**src/rtl/bufz_bus_driver_ctrl_if.sv**
```systemverilog
// rtl/bufz_bus_driver_ctrl_if.sv - requestor/bank-side signal bundle for the bufz bus controller
// master drives requests and data; slave is the controller that drives the bufz banks.
interface bufz_bus_driver_ctrl_if #(
  parameter int NREQ = 4,
  parameter int W    = 8
);
  localparam int OW = (NREQ > 1) ? $clog2(NREQ) : 1;

  logic [NREQ-1:0]   REQ;
  logic [NREQ*W-1:0] DATA;
  logic [NREQ-1:0]   GNT;
  logic [NREQ-1:0]   BUF_EN;
  logic [NREQ*W-1:0] BUF_I;
  logic              BUSY;
  logic [OW-1:0]     OWNER;

  modport master (
    output REQ, DATA,
    input  GNT, BUF_EN, BUF_I, BUSY, OWNER
  );

  modport slave (
    input  REQ, DATA,
    output GNT, BUF_EN, BUF_I, BUSY, OWNER
  );
endinterface

```
**src/rtl/bufz_bus_driver_ctrl.sv**
```systemverilog
// rtl/bufz_bus_driver_ctrl.sv - round-robin EN/data controller for banks of bufz_8 tristate drivers
// One bank drives at a time; a break-before-make dead time separates tenures.
module bufz_bus_driver_ctrl #(
  parameter int NREQ    = 4,
  parameter int W       = 8,
  parameter int DEAD    = 2,
  parameter int MAXHOLD = 16
) (
  input  logic CLK,
  input  logic RN,
  bufz_bus_driver_ctrl_if.slave bus
);
  localparam int OW = (NREQ > 1) ? $clog2(NREQ) : 1;
  localparam int HW = $clog2(MAXHOLD + 2);
  localparam int DW = $clog2(DEAD + 2);
  localparam logic [HW-1:0] HOLD_MAX = HW'(MAXHOLD);
  localparam logic [DW-1:0] DEAD_LEN = DW'(DEAD);
  localparam logic [OW:0]   NREQ_W   = (OW+1)'(NREQ);
  localparam logic [OW-1:0] LAST     = OW'(NREQ - 1);

  typedef enum logic [1:0] {IDLE, DRIVE, TURN} state_t;

  state_t            state;
  logic [NREQ-1:0]   gnt;
  logic [NREQ*W-1:0] buf_i;
  logic [OW-1:0]     owner;
  logic [OW-1:0]     ptr;
  logic [HW-1:0]     hold;
  logic [DW-1:0]     dead;

  logic [OW:0]       idx;
  logic [OW-1:0]     win;
  logic              win_valid;
  logic [OW-1:0]     next_ptr;
  logic [NREQ*W-1:0] grant_data;
  logic              arb_fire;
  logic              preempt;

  // Rotating priority search starting at ptr.
  always_comb begin
    idx       = '0;
    win       = '0;
    win_valid = 1'b0;
    for (int i = 0; i < NREQ; i++) begin
      idx = {1'b0, ptr} + (OW+1)'(i);
      if (idx >= NREQ_W) idx = idx - NREQ_W;
      if (!win_valid && bus.REQ[idx[OW-1:0]]) begin
        win       = idx[OW-1:0];
        win_valid = 1'b1;
      end
    end
  end

  always_comb begin
    grant_data = '0;
    grant_data[win*W +: W] = bus.DATA[win*W +: W];
  end

  assign next_ptr = (win == LAST) ? '0 : win + 1'b1;
  assign arb_fire = win_valid && ((state == IDLE) || ((state == TURN) && (dead >= DEAD_LEN)));
  assign preempt  = (MAXHOLD != 0) && (hold == HOLD_MAX) && (|(bus.REQ & ~gnt));

  always_ff @(posedge CLK or negedge RN) begin
    if (!RN) begin
      state <= IDLE;
      gnt   <= '0;
      buf_i <= '0;
      owner <= '0;
      ptr   <= '0;
      hold  <= '0;
      dead  <= '0;
    end else if (arb_fire) begin
      state <= DRIVE;
      gnt   <= NREQ'(1) << win;
      buf_i <= grant_data;
      owner <= win;
      ptr   <= next_ptr;
      hold  <= HW'(1);
      dead  <= '0;
    end else begin
      case (state)
        IDLE: state <= IDLE;
        DRIVE: begin
          if (!bus.REQ[owner] || preempt) begin
            state <= TURN;
            gnt   <= '0;
            buf_i <= '0;
            owner <= '0;
            hold  <= '0;
            dead  <= DW'(1);
          end else begin
            buf_i[owner*W +: W] <= bus.DATA[owner*W +: W];
            if (hold < HOLD_MAX) hold <= hold + 1'b1;
          end
        end
        TURN: begin
          // Dead time met with nobody asking: park in IDLE.
          if (dead >= DEAD_LEN) state <= IDLE;
          else                  dead  <= dead + 1'b1;
        end
        default: state <= IDLE;
      endcase
    end
  end

  assign bus.GNT    = gnt;
  assign bus.BUF_EN = gnt;
  assign bus.BUF_I  = buf_i;
  assign bus.BUSY   = |gnt;
  assign bus.OWNER  = owner;
endmodule

```
**src/flat_wrapper.sv**
```systemverilog
// flat-port wrapper written by rule: the top's interface ports become plain ports
module bufz_bus_driver_ctrl_flat 
#(
  parameter int NREQ    = 4,
  parameter int W       = 8,
  parameter int DEAD    = 2,
  parameter int MAXHOLD = 16
)
  (CLK, RN, bus_REQ, bus_DATA, bus_GNT, bus_BUF_EN, bus_BUF_I, bus_BUSY, bus_OWNER);
  bufz_bus_driver_ctrl_if #(.NREQ(NREQ), .W(W)) bus_i ();
  input  logic CLK;
  input  logic RN;
  input wire logic [$bits(bus_i.REQ)-1:0] bus_REQ;
  input wire logic [$bits(bus_i.DATA)-1:0] bus_DATA;
  output wire logic [$bits(bus_i.GNT)-1:0] bus_GNT;
  output wire logic [$bits(bus_i.BUF_EN)-1:0] bus_BUF_EN;
  output wire logic [$bits(bus_i.BUF_I)-1:0] bus_BUF_I;
  output wire logic [$bits(bus_i.BUSY)-1:0] bus_BUSY;
  output wire logic [$bits(bus_i.OWNER)-1:0] bus_OWNER;
  assign bus_i.REQ = bus_REQ;
  assign bus_i.DATA = bus_DATA;
  assign bus_GNT = bus_i.GNT;
  assign bus_BUF_EN = bus_i.BUF_EN;
  assign bus_BUF_I = bus_i.BUF_I;
  assign bus_BUSY = bus_i.BUSY;
  assign bus_OWNER = bus_i.OWNER;
  bufz_bus_driver_ctrl #(.NREQ(NREQ), .W(W), .DEAD(DEAD), .MAXHOLD(MAXHOLD)) u_core (.CLK(CLK), .RN(RN), .bus(bus_i));
endmodule
```
**config.mk**
```make
export PLATFORM = sky130hd
export DESIGN_NAME = bufz_bus_driver_ctrl_flat
export DESIGN_NICKNAME = d
export VERILOG_FILES = /design/src/rtl/bufz_bus_driver_ctrl_if.sv /design/src/rtl/bufz_bus_driver_ctrl.sv /design/src/flat_wrapper.sv
export SDC_FILE = /design/constraint.sdc
export NUM_CORES = 1
export LEC_CHECK = 0
export CELL_PAD_IN_SITES_DETAIL_PLACEMENT = 2
export CELL_PAD_IN_SITES_GLOBAL_PLACEMENT = 2
export CORE_UTILIZATION = 33
export CTS_CLUSTER_SIZE = 28
export DETAILED_ROUTE_END_ITERATION = 6
export PLACE_DENSITY_LB_ADDON = 0.05
export REMOVE_ABC_BUFFERS = 1
export SETUP_SLACK_MARGIN = 0.5
export SYNTH_ARGS = -nofsm -noshare
export SYNTH_HDL_FRONTEND = slang
export SYNTH_SLANG_ARGS = --single-unit
```
**constraint.sdc**
```tcl
create_clock -name CLK -period 7.05 [get_ports CLK]
set_clock_uncertainty 0.1 [all_clocks]
set_input_delay 1.0575 -clock CLK [delete_from_list [all_inputs] [get_ports CLK]]
set_output_delay 1.0575 -clock CLK [all_outputs]
set_load 0.005 [all_outputs]
```
==> impl_metrics.json, run 1 <==
{
  "netlist_instances": 403,
  "coreArea_um2": 10460,
  "vdd_drop_max_mv": 0.1494,
  "gp_congestion": 0.8518,
  "synth_edf_count": 0,
  "ys.flop_type": "dfrtp_1",
  "hold_class": "flip-flop to flip-flop",
  "holdWs_ps": 458.8,
  "vias": 3610,
  "port_buffers": 80,
  "worstMarginPinSlew_ps": 1265,
  "wl_per_cell_um": 23.01,
  "cts_tree": "yes",
  "r2r_start": "u_core.ptr[1]",
  "holdPathStages": 2,
  "criticalPathCategory": "primary input to flip-flop",
  "dieWidth_um": 106.6,
  "clk_pin_slew_ps": 100,
  "clock_latency_ps": 320,
  "hp-start": "u_core.bus.BUF_I[7]",
  "r2r_slack_ps": 3080,
  "fillers": 1184,
  "htree_num_levels": 2,
  "startpoint_type": "primary input",
  "final_nets": 516,
  "final_cell_mix": "clkdlybuf4s50_1 (79), dfrtp_1 (49), a211oi_1 (36)",
  "required_ps": 7180,
  "crit_path_end_kind": "flip-flop",
  "cts_sinks": 49,
  "final_common_cell": "clkdlybuf4s50_1",
  "grtUsageTotal_pct": 25.32,
  "crit_fanout": 17,
  "rows": 37,
  "area_growth_pct": 26.21,
  "viasPerCell": 6.037,
  "yosysUniqueCellTypes": 51,
  "antenna_found_initial": 0,
  "grt_max_degree": 50,
  "powerDensity_nw_per_um2": 431.6,
  "route.met2.wl_um": 6367,
  "grt_pass1_wl_um": 22190,
  "post_cts_buffers": 0,
  "reg2reg_to": "u_core.bus.BUF_I[14]",
  "top_layer_used": "met4",
  "drc": 0,
  "finalMaxSlewViolations": 0,
  "ys_async_sr_fraction_pct": 100.0,
  "overflow": 0,
  "first_global_vias": 3734,
  "drt_first_pass_iters": 4,
  "drt_iter0_drc": 162,
  "maxSlewHeadroom_pct": 14.92,
  "boundaryPins": 81,
  "dr_wl_met3_um": 510,
  "cts.root.buffer_cell": "clkbuf_8",
  "ctsResizeCount": 0,
  "yosysWarnings": 0,
  "yosysSeqAreaShare_pct": 33.98,
  "whs_endpoint": "u_core.bus.BUF_I[7]",
  "status": "completed",
  "wl_met1_um": 6750,
  "fmaxAchievable_ghz": 0.2057,
  "hold_viol_final": 0,
  "die_area_um2": 11360,
  "hpwl_um": 10190,
  "regArea_um2": 1226,
  "rsz0062_at_grt": "no",
  "drive_above_1_share_pct": 7.359,
  "drtAntennaViolNets": 0,
  "syn-cell-area_um2": 3608,
  "p_leak_nw": 1.717,
  "clock_path_buffers": 2,
  "finalCritPeriodShare_pct": 68.96,
  "cts-buffers-inserted": 5,
  "cp_data_arrival_time_ps": 4990,
  "ys_ff_latch": 49,
  "syn_avg_cell_area_um2": 8.954,
  "diodes": 0,
  "fin_crit_ps": 4862,
  "multi_input_area_um2": 2167,
  "reg2reg_depth": 8,
  "setup_tns_ps": 0,
  "cts.hold.buffers_added": 0,
  "timing.max_cap.violations": 0,
  "die_h_um": 106.6,
  "start_util_pct": 34.49,
  "wl_um": 13760,
  "finalSetupViolCount": 0
}
worst max-delay path, stage by stage:
cell and delay [ps]:
clkdlybuf4s50_1 640, nor3b_2 920, nor3_1 310, ha_1 460, nor2b_1 220, o2111ai_1 140, nor3_1 710, o21ai_0 270
a31oi_1 270
Yosys cell counts, types with 2 or more instances:
cell / count / share of area, %
buf_4: 4 / 0.83
a211oi_1: 36 / 7.5
a211o_1: 3 / 0.73
nor3_1: 20 / 2.8
buf_2: 3 / 0.42
a21oi_1: 12 / 1.7
mux4_2: 8 / 5.0
o31a_1: 16 / 3.9
nor4_1: 2 / 0.35
nor2b_1: 2 / 0.35
inv_1: 15 / 1.6
nand3_1: 34 / 4.7
nand2_1: 23 / 2.4
mux2i_1: 4 / 1.1
o2111ai_1: 3 / 0.73
ha_1: 16 / 5.5
buf_1: 2 / 0.21
nand3b_1: 2 / 0.42
a22o_1: 5 / 1.2
nor2_1: 6 / 0.62
clkbuf_1: 23 / 2.4
o21ai_1: 6 / 0.83
nor3b_1: 2 / 0.42
o211ai_1: 3 / 0.62
o21a_1: 3 / 0.62
and3_1: 4 / 0.69
dfrtp_1: 49 / 34
a21o_1: 6 / 1.2
o21ai_0: 32 / 4.4
nand2b_1: 4 / 0.69
a31oi_1: 33 / 5.7
buf_6: 3 / 0.94
kinds of logic after synthesis:
group                    after synthesis  synth area share, %
AO/OA/AOI/OAI                        166                31.90
adder cells (fa/ha/maj)               16                5.548
buffers and inverters                 50                6.345
flip-flops                            49                33.98
multiplexers                          13                6.415
AND/OR/NAND/NOR                      109                15.81
per-layer routing:
metal  global-route usage [%]  vias to the layer above
li1                         -                     1680
met4                    5.186                        0
met5                        0                        -
met3                    3.404                       11
met1                    37.11                     1841
met2                    39.68                       78
worst max-delay path by stage:
| stage | start | endpoint | slack, ps | depth (start not counted) |
|---|---|---|---|---|
| global placement | bus_REQ[0] | u_core.bus.BUF_I[29] | 2120 | 9 |
| detailed placement | bus_REQ[0] | u_core.bus.BUF_I[14] | 1830 | 9 |
| finish | bus_REQ[0] | u_core.bus.BUF_I[14] | 2190 | 9 |
| floorplan | bus_REQ[3] | u_core.bus.BUF_I[10] | 2760 | 9 |
| CTS | bus_REQ[0] | u_core.bus.BUF_I[14] | 2160 | 9 |
| global route | bus_REQ[0] | u_core.bus.BUF_I[25] | 1840 | 9 |
state kept, by name, indices dropped and copies added, names as in the netlist:
signal             cells
u_core.bus.BUF_I      32
u_core.state           2
u_core.bus.OWNER       2
u_core.dead            2
u_core.bus.BUF_EN      4
u_core.ptr             2
u_core.hold            5
layout make-up:
class	count	share of cell area (%)
sequential	49	26.92
timing repair buffer	87	18.63
tap	136	3.736
clock buffer	7	1.896
inverter	15	1.236
multi-input combinational	304	47.58
stage by stage:
stage	cells	cell area, um2	util (%)	power (W)	setup WS, ps
global route	598	4554	43.53	0.002127	1841
floorplan	368	3436	-	0.001221	2758
detailed placement	591	4468	42.71	0.001784	1833
CTS	598	4554	43.53	0.001974	2162
global placement	591	4468	42.71	0.001748	2123
finish	598	4554	43.53	0.001966	2188
power by group:
group | switching (W) | internal (W)
Clock | 0.000103 | 0.0000783
Sequential | 0.000106 | 0.000411
Combinational | 0.000722 | 0.000545
No activity file was read; power rests on OpenSTA's default activity.
==> run 2, diff against run 1 <==
--- a/config.mk
+++ b/config.mk
@@ -7,7 +7,7 @@
 export LEC_CHECK = 0
 export CELL_PAD_IN_SITES_DETAIL_PLACEMENT = 2
 export CELL_PAD_IN_SITES_GLOBAL_PLACEMENT = 2
-export CORE_UTILIZATION = 33
+export CORE_UTILIZATION = 28
 export CTS_CLUSTER_SIZE = 28
 export DETAILED_ROUTE_END_ITERATION = 6
 export PLACE_DENSITY_LB_ADDON = 0.05
==> constraint.sdc (replaced) <==
create_clock -name CLK -period 3.9 [get_ports CLK]
set_clock_uncertainty 0.1 [all_clocks]
set_input_delay 0.585 -clock CLK [delete_from_list [all_inputs] [get_ports CLK]]
set_output_delay 0.585 -clock CLK [all_outputs]
set_load 0.005 [all_outputs]
==> run 2 against run 1 <==
  * Power is 90% higher
  * Wire length is 1.4% higher
  * Worst hold slack worse by 180 ps
==> impl_metrics.json, run 2 (synthesis results as in run 1) <==
{
  "status": "completed",
  "final_cell_mix": "clkdlybuf4s50_1 (77), dfrtp_1 (49), a211oi_1 (36)",
  "cts.root.buffer_cell": "clkbuf_16",
  "p_leak_nw": 1.834,
  "cts_sinks": 49,
  "drive_above_1_share_pct": 10.48,
  "diodes": 0,
  "crit_fanout": 10,
  "fmaxAchievable_ghz": 0.3184,
  "cp_num_buf_inv": 3,
  "cts-buffers-inserted": 5,
  "drc": 0,
  "power.total_w": 0.003729,
  "holdWs_ps": 279.6,
  "drt_iter0_drc": 193,
  "clk_pin_slew_ps": 70,
  "gp_congestion": 0.8985,
  "rsz0062_at_grt": "no",
  "antenna_found_initial": 0,
  "boundaryPins": 81,
  "ctsResizeCount": 0,
  "post_cts_buffers": 0,
  "vias": 3595,
  "port_buffers": 80,
  "cts_tree": "yes",
  "hold_class": "primary input to async pin",
  "criticalPathCategory": "primary input to flip-flop",
  "crit_path_end_kind": "flip-flop",
  "cts.hold.buffers_added": 0,
  "worstMarginPinSlew_ps": 1001,
  "fin_crit_ps": 3140,
  "finalCritPeriodShare_pct": 80.52,
  "drtAntennaViolNets": 0,
  "clock_latency_ps": 300,
  "fillers": 1427,
  "worst_path_max_delay_cell": "clkdlybuf4s50_1",
  "cp-startpoint": "bus_REQ[0]",
  "vdd_drop_max_mv": 0.2775,
  "start_util_pct": 28.71,
  "grt_pass1_wl_um": 22780,
  "setup_tns_ps": 0,
  "first_global_vias": 3986,
  "hold_viol_final": 0,
  "die_h_um": 115.5,
  "dieWidth_um": 115.5,
  "drt_first_pass_iters": 4,
  "maxSlewHeadroom_pct": 33.20,
  "r2r_start": "u_core.ptr[1]",
  "final_common_cell": "clkdlybuf4s50_1",
  "multi_input_area_um2": 2170,
  "htree_num_levels": 2,
  "largest_reg_flops": 32,
  "path_cells": "clkdlybuf4s50_1 -> nor4_1 -> a211o_1 -> nor2_2 -> inv_1 -> ha_1 -> nor2_1 -> nand2_1 -> nor4_1 -> buf_4 -> o21ai_0 -> a31oi_1",
  "finalSetupViolCount": 0,
  "cp_data_arrival_time_ps": 3260,
  "area_growth_pct": 32.04,
  "hpwl_um": 10560,
  "wl_per_cell_um": 21.50,
  "timing.max_cap.violations": 0,
  "coreArea_um2": 12570,
  "final_nets": 530,
  "slowest_delay_ps": 660,
  "required_ps": 4020,
  "finalMaxSlewViolations": 0,
  "regArea_um2": 1226,
  "grtUsageTotal_pct": 22.45,
  "grt_max_degree": 33,
  "rows": 41,
  "wl_um": 13950,
  "die_area_um2": 13340,
  "critPathTopFamily": "buffers and inverters",
  "cp_common_cell": "nor4_1",
  "powerDensity_nw_per_um2": 782.7,
  "clock_path_buffers": 2,
  "startpoint_type": "primary input",
  "viasPerCell": 5.539,
  "overflow": 0
}
-- run 2: worst reg2reg max path, cell delays in order, from the launching register on --
cell and delay (ps):
dfrtp_1 540, mux2i_1 170, a211o_1 370, nor2_2 190, inv_1 120, ha_1 260
nor2_1 150, nand2_1 80, nor4_1 240, buf_4 220, o21ai_0 140, a31oi_1 210
-- run 2: path summary, 6_finish.rpt --
| kind | end | slack (ps) | cells past startpoint |
|---|---|---|---|
| min | u_core.hold[2] | 280 | 1 |
| max reg2reg | u_core.bus.BUF_I[26] | 1030 | 11 |
| min reg2reg | u_core.bus.OWNER[0] | 400 | 1 |
| max in group asynchronous | u_core.bus.BUF_I[17] | 2650 | 2 |
| max | u_core.bus.BUF_I[26] | 760 | 12 |
| min in group CLK | u_core.bus.OWNER[0] | 400 | 1 |
-- run 2: area by class of cell --
class,count,share of cell area [%]
clock inverter,2,0.2101
clock buffer,6,2.705
tap,172,4.517
timing repair buffer,101,20.12
multi-input combinational,304,45.54
inverter,15,1.182
sequential,49,25.74
-- run 2: per-layer routing --
layer  vias up  wire, um  GRT usage, %
met4         0       191         6.667
met5         -         0             0
met1      1822      6881         31.39
li1       1712         -             -
met2        49      6518         36.13
met3        12       360         2.824
-- run 2: where the power goes --
| group | internal [W] | switching (W) | leakage [nW] |
|---|---|---|---|
| combinational | 0.00105 | 0.00133 | 1.15 |
| sequential | 0.000745 | 0.000162 | 0.617 |
| clock | 0.000237 | 0.000206 | 0.0706 |
-- run 2: stage by stage --
step	setup slack (ps)	instance area, um2	cells	utilization [%]
floorplan	80.55	3436	368	-
global placement	536.8	4618	641	36.74
detailed placement	378.7	4618	641	36.74
CTS	661.2	4757	649	37.85
global route	556.0	4765	649	37.91
finish	759.6	4765	649	37.91
